**config.mk**
```make
export PLATFORM = sky130hd
export DESIGN_NAME = clk_period_meter
export DESIGN_NICKNAME = d
export VERILOG_FILES = /design/src/rtl/clk_period_meter.sv
export SDC_FILE = /design/constraint.sdc
export NUM_CORES = 1
export LEC_CHECK = 0
export BUFFER_PORTS_ARGS = -buffer_cell sky130_fd_sc_hd__clkbuf_2
export CAP_MARGIN = 20
export CORE_ASPECT_RATIO = 0.6
export CORE_MARGIN = 2
export CORE_UTILIZATION = 39
export DETAILED_ROUTE_END_ITERATION = 10
export GPL_TIMING_DRIVEN = 0
export SLEW_MARGIN = 10
export SYNTH_ARGS = -nofsm -noshare
export SYNTH_HDL_FRONTEND = slang
export SYNTH_SLANG_ARGS = --single-unit
```
**constraint.sdc**
```tcl
create_clock -name clk_50 -period 2.7 [get_ports clk_50]
set_input_delay 0.135 -clock clk_50 [delete_from_list [all_inputs] [get_ports clk_50]]
set_output_delay 0.135 -clock clk_50 [all_outputs]
set_load 0.05 [all_outputs]
```
**src/rtl/clk_period_meter.sv**
```systemverilog
// Measures the half-period of a toggling wave in clk_50 cycles, with lock and stall flags.
// Define CLK_METER_AVG_EN to report the truncated mean of every four measurements instead.
module clk_period_meter #(
  parameter int W       = 32,
  parameter int TIMEOUT = 50_000_000,
  parameter int TOL     = 0
) (
  input  logic         clk_50,
  input  logic         reset_n,
  input  logic         sig_in,
  output logic [W-1:0] half_period,
  output logic         meas_valid,
  output logic         locked,
  output logic         stalled
);

  typedef enum logic {IDLE, MEASURE} state_t;

  localparam logic [W-1:0] TIMEOUT_W = W'(TIMEOUT);
  localparam logic [W-1:0] TOL_W     = W'(TOL);

  logic         r_s1, r_s2, r_s3;
  logic [W-1:0] r_cnt;
  logic [W-1:0] r_prev;
  state_t       r_state;

  logic         w_edge;
  logic         w_timeout;
  logic         w_emit;
  logic         w_lock;
  logic [W-1:0] w_meas;
  logic [W-1:0] w_diff;

  assign w_edge    = r_s2 ^ r_s3;
  assign w_timeout = !w_edge && (r_cnt == TIMEOUT_W);

`ifdef CLK_METER_AVG_EN
  logic [W+1:0] r_sum;
  logic [W+1:0] w_sum_next;
  logic [1:0]   r_nmeas;

  // The fourth sample is folded in combinationally so the mean is ready on that edge.
  assign w_sum_next = r_sum + {2'b00, r_cnt};
  assign w_emit     = (r_nmeas == 2'd3);
  assign w_meas     = w_sum_next[W+1:2];
`else
  assign w_emit = 1'b1;
  assign w_meas = r_cnt;
`endif

  // Unsigned distance as larger minus smaller, so it never wraps.
  assign w_diff = (w_meas >= r_prev) ? (w_meas - r_prev) : (r_prev - w_meas);
  assign w_lock = (r_prev != '0) && (w_diff <= TOL_W);

  // NOTE: asynchronous reset clears all state immediately; every sequential update below is
  // non-blocking, so later assignments in the block override the defaults made earlier.
  always_ff @(posedge clk_50 or negedge reset_n) begin
    if (!reset_n) begin
      r_s1        <= 1'b0;
      r_s2        <= 1'b0;
      r_s3        <= 1'b0;
      r_cnt       <= '0;
      r_prev      <= '0;
      r_state     <= IDLE;
      half_period <= '0;
      meas_valid  <= 1'b0;
      locked      <= 1'b0;
      stalled     <= 1'b0;
`ifdef CLK_METER_AVG_EN
      r_sum       <= '0;
      r_nmeas     <= '0;
`endif
    end else begin
      r_s1       <= sig_in;
      r_s2       <= r_s1;
      r_s3       <= r_s2;
      meas_valid <= 1'b0;

      if (r_cnt != TIMEOUT_W) begin
        r_cnt <= r_cnt + W'(1);
      end

      if (r_state == IDLE) begin
        if (w_edge) begin
          r_cnt   <= W'(1);
          stalled <= 1'b0;
          r_state <= MEASURE;
        end
      end else if (w_edge) begin
        r_cnt <= W'(1);
        if (w_emit) begin
          half_period <= w_meas;
          r_prev      <= w_meas;
          meas_valid  <= 1'b1;
          locked      <= w_lock;
        end
`ifdef CLK_METER_AVG_EN
        r_nmeas <= r_nmeas + 2'd1;
        r_sum   <= w_emit ? '0 : w_sum_next;
`endif
      end

      // An edge in the same cycle suppresses the timeout.
      if (w_timeout) begin
        stalled     <= 1'b1;
        half_period <= '0;
        locked      <= 1'b0;
        r_prev      <= '0;
        r_state     <= IDLE;
`ifdef CLK_METER_AVG_EN
        r_sum       <= '0;
        r_nmeas     <= '0;
`endif
      end
    end
  end

endmodule

```
==> metrics.cfg <==
[cells_and_area]
post-route-util_pct=52.4
nFillCells=1725
multi_input_area_sq_um=5490
drive_gt1_share_pct=34.1
diodes=0
regArea_sq_um=1830
synthToLayoutAreaGrowth_pct=32.7
final_nets=1069

[logic_synthesis]
synth_warnings=0
syn_area_per_cell_sq_um=8.07
async_flop_share_pct=100
synth_edf_count=0
synth_nets=943
synth_area_sq_um=7060
synth-seq-cells=71
synth_cell_types=76
ys_dominant_reg_cell=dfrtp_1
ys_seq_area_share_pct=25.2
netlist_instances=875

[global_route]
overflow=0
met2_usage_pct=35.8
busiest_layer=met1
grt_pass1_vias=6830
grt_usage_pct=28.2
grt_use_met3_pct=8.47
antenna_found_initial=0
grt_max_degree=60
grt_pass1_wl_um=40900
met1_usage_pct=45.4

[clocking]
path_clk_slew_ns=0.06
cts-htree-levels=3
cts_tree=built
clock-sinks=71
clk_latency_ns=0.35
root_buffer=clkbuf_16
numCtsBuffers=9
cts_buffer_depth=2

[setup_path]
cp_data_required_time_ns=2.94
reg2reg_slack_ns=-0.48
cp-startpoint=r_cnt[2]
worstReg2RegEnd=locked
end_kind=register
cp-start-kind=register
rr_startpoint=r_cnt[2]
critPathKind=reg2reg
worstRegToRegCells=13
crit_arrival_ns=3.42
cp_max_fo=7

[die]
start_util_pct=39.5
core-area_sq_um=17900
num_rows=38
io_pins=38
die-area_sq_um=19200
die_width_um=178
die_h_um=108

[sta]
fin_ws_ns=-0.480
worstMarginPinSlew_ns=0.880
max_freq_ghz=0.314
rsz0062_at_grt=yes
hold_violations=0
drv_slew=0
finalClockSkew_ns=0.00755
relSlewSlack_pct=40.8
setup_violations=1
post-route-min-period_ns=3.18
finalCritPeriodShare_pct=118

[placement]
dp_hpwl_um=19700
pre_cts_slack_ns=-0.892
gp_congestion=0.974
io_buffers=37

[route]
drc=0
dr.first_iter.drc_count=798
routed_wl_um=27200
dr_total_vias=7360
wl_per_cell_um=21.8
drtPass1Iterations=5
avgViaCountPerCell=5.91
ant_nets=0

[pwr]
power.leakage_nw=4.23
vdd_drop_max_v=0.000496
power.density_nw_per_um2=619

[status]
violations=setup timing
outcome=finished with violations

[run]
maxCapViolCount=0

[worst_hold_path]
hold_class=in2async

what timing repair did:
item / CTS / global route
hold endpoints to repair: 38 / 0
gates cloned: 1 / 0
pin swaps: 41 / 24
hold buffers: 2 / 0
resized for setup: 130 / 50
endpoints found under the setup margin: 13 / 31
buffers inserted: 68 / 9
cells in the mapped netlist (3+ instances only):
cell | number | area share (%)
a21o_1 | 23 | 2.4
nand3_1 | 23 | 1.6
xnor2_1 | 49 | 6.1
or3_1 | 5 | 0.44
dfrtp_1 | 71 | 25
or2_2 | 4 | 0.35
o31ai_1 | 6 | 0.64
a22o_1 | 32 | 4.0
nor2_1 | 85 | 4.5
and3_1 | 9 | 0.80
nand2_1 | 62 | 3.3
a21boi_0 | 3 | 0.32
clkbuf_1 | 17 | 0.90
nand2b_1 | 8 | 0.71
o21ai_0 | 30 | 2.1
inv_1 | 80 | 4.3
buf_2 | 11 | 0.78
buf_4 | 10 | 1.1
nor4_1 | 27 | 2.4
xor2_1 | 16 | 2.0
nand4_1 | 24 | 2.1
a31oi_1 | 10 | 0.89
o2111ai_1 | 5 | 0.62
a2111oi_2 | 3 | 0.64
a21oi_1 | 72 | 5.1
o211ai_1 | 7 | 0.74
o21bai_1 | 8 | 0.85
o41ai_1 | 3 | 0.37
o21ai_1 | 8 | 0.57
a211oi_1 | 5 | 0.53
o21a_1 | 3 | 0.32
a21oi_2 | 7 | 0.87
mux2i_1 | 5 | 0.71
ha_1 | 65 | 12
or4_1 | 3 | 0.32
buf_6 | 4 | 0.64
and2_1 | 6 | 0.53
nor3_1 | 17 | 1.2
per-layer routing:
metal  wire [um]  vias to the layer above
li1            -                     3400
met1       13400                     3552
met2       10300                      381
met3        3250                       27
met4         281                        0
met5           0                        -
area by class of cell:
class	count	area share [%]
Multi-Input combinational cell	681	58.6
Sequential cell	71	19.5
Timing Repair Buffer	118	8.86
Buffer	39	3.30
Inverter	81	3.25
Tap cell	240	3.21
Clock buffer	9	2.41
Clock inverter	7	0.855
worst max-delay path by stage:
stage | end | slack, ns | cells past startpoint
finish | locked | -0.48 | 13
global route | locked | -0.68 | 13
CTS | locked | -0.44 | 14
detailed placement | locked | -0.89 | 10
global placement | locked | -0.89 | 10
floorplan | locked | -0.37 | 13
flip-flops by register name (all words and copies together), names as in the netlist:
signal and count:
meas_valid 1, r_s2 1, r_state 1, locked 1, r_s3 1, r_cnt 32
r_s1 1, r_prev 32, stalled 1
per-stage QoR:
stage / instance area [sq um] / total power [mW] / TNS [ns] / hold WS [ns] / cells
detailed placement: 7650 / 3.52 / -0.892 / 0.0342 / 1153
CTS: 9070 / 5.46 / -0.440 / 0.210 / 1238
finish: 9360 / 5.80 / -0.480 / 0.212 / 1246
global route: 9360 / 6.04 / -0.818 / 0.224 / 1246
floorplan: 7140 / 2.97 / -0.370 / -0.161 / 875
global placement: 7620 / 3.51 / -0.914 / 0.245 / 1152
where the power goes:
group | total (mW) | internal, mW | switching [mW]
Combinational | 3.42 | 1.56 | 1.86
Sequential | 1.13 | 1.09 | 0.0368
Clock | 1.25 | 0.727 | 0.522
layout by cell type (no fill, tap or decap), drive strengths merged, types with 6 or more instances in the layout:
cell type,count
a22o,32
dfrtp,71
nor3,17
nand2b,8
a31oi,10
a21oi,79
o211ai,8
ha,65
nand4,25
xor2,16
nor4,30
o21bai,8
inv,83
clkbuf,63
buf,101
and3,9
nand2,64
o21ai,41
o31ai,8
and2,6
xnor2,49
nor2,85
a21o,23
nand3,26
a211oi,7
critical path: stages (launching register included):
cell and delay, ns:
dfrtp_1 0.42, ha_4 0.28, buf_8 0.13, nand3_4 0.12, o22ai_4 0.27, buf_6 0.15
o21a_1 0.14, o21ai_1 0.09, and3_1 0.23, nor4_2 0.27, nand4_1 0.18, nor4_4 0.31
a41oi_2 0.18, o31ai_2 0.30
kinds of logic after synthesis:
kind of cell	after synthesis	share of synthesized area [%]
adder cells (fa/ha/maj)	65	11.5
XOR/XNOR	65	8.07
buffers and inverters	123	7.69
multiplexers	6	0.869
AND/OR/NAND/NOR	291	21.2
flip-flops	71	25.2
AO/OA/AOI/OAI	254	25.5
Note: power is estimated with default switching activity, not from simulation.
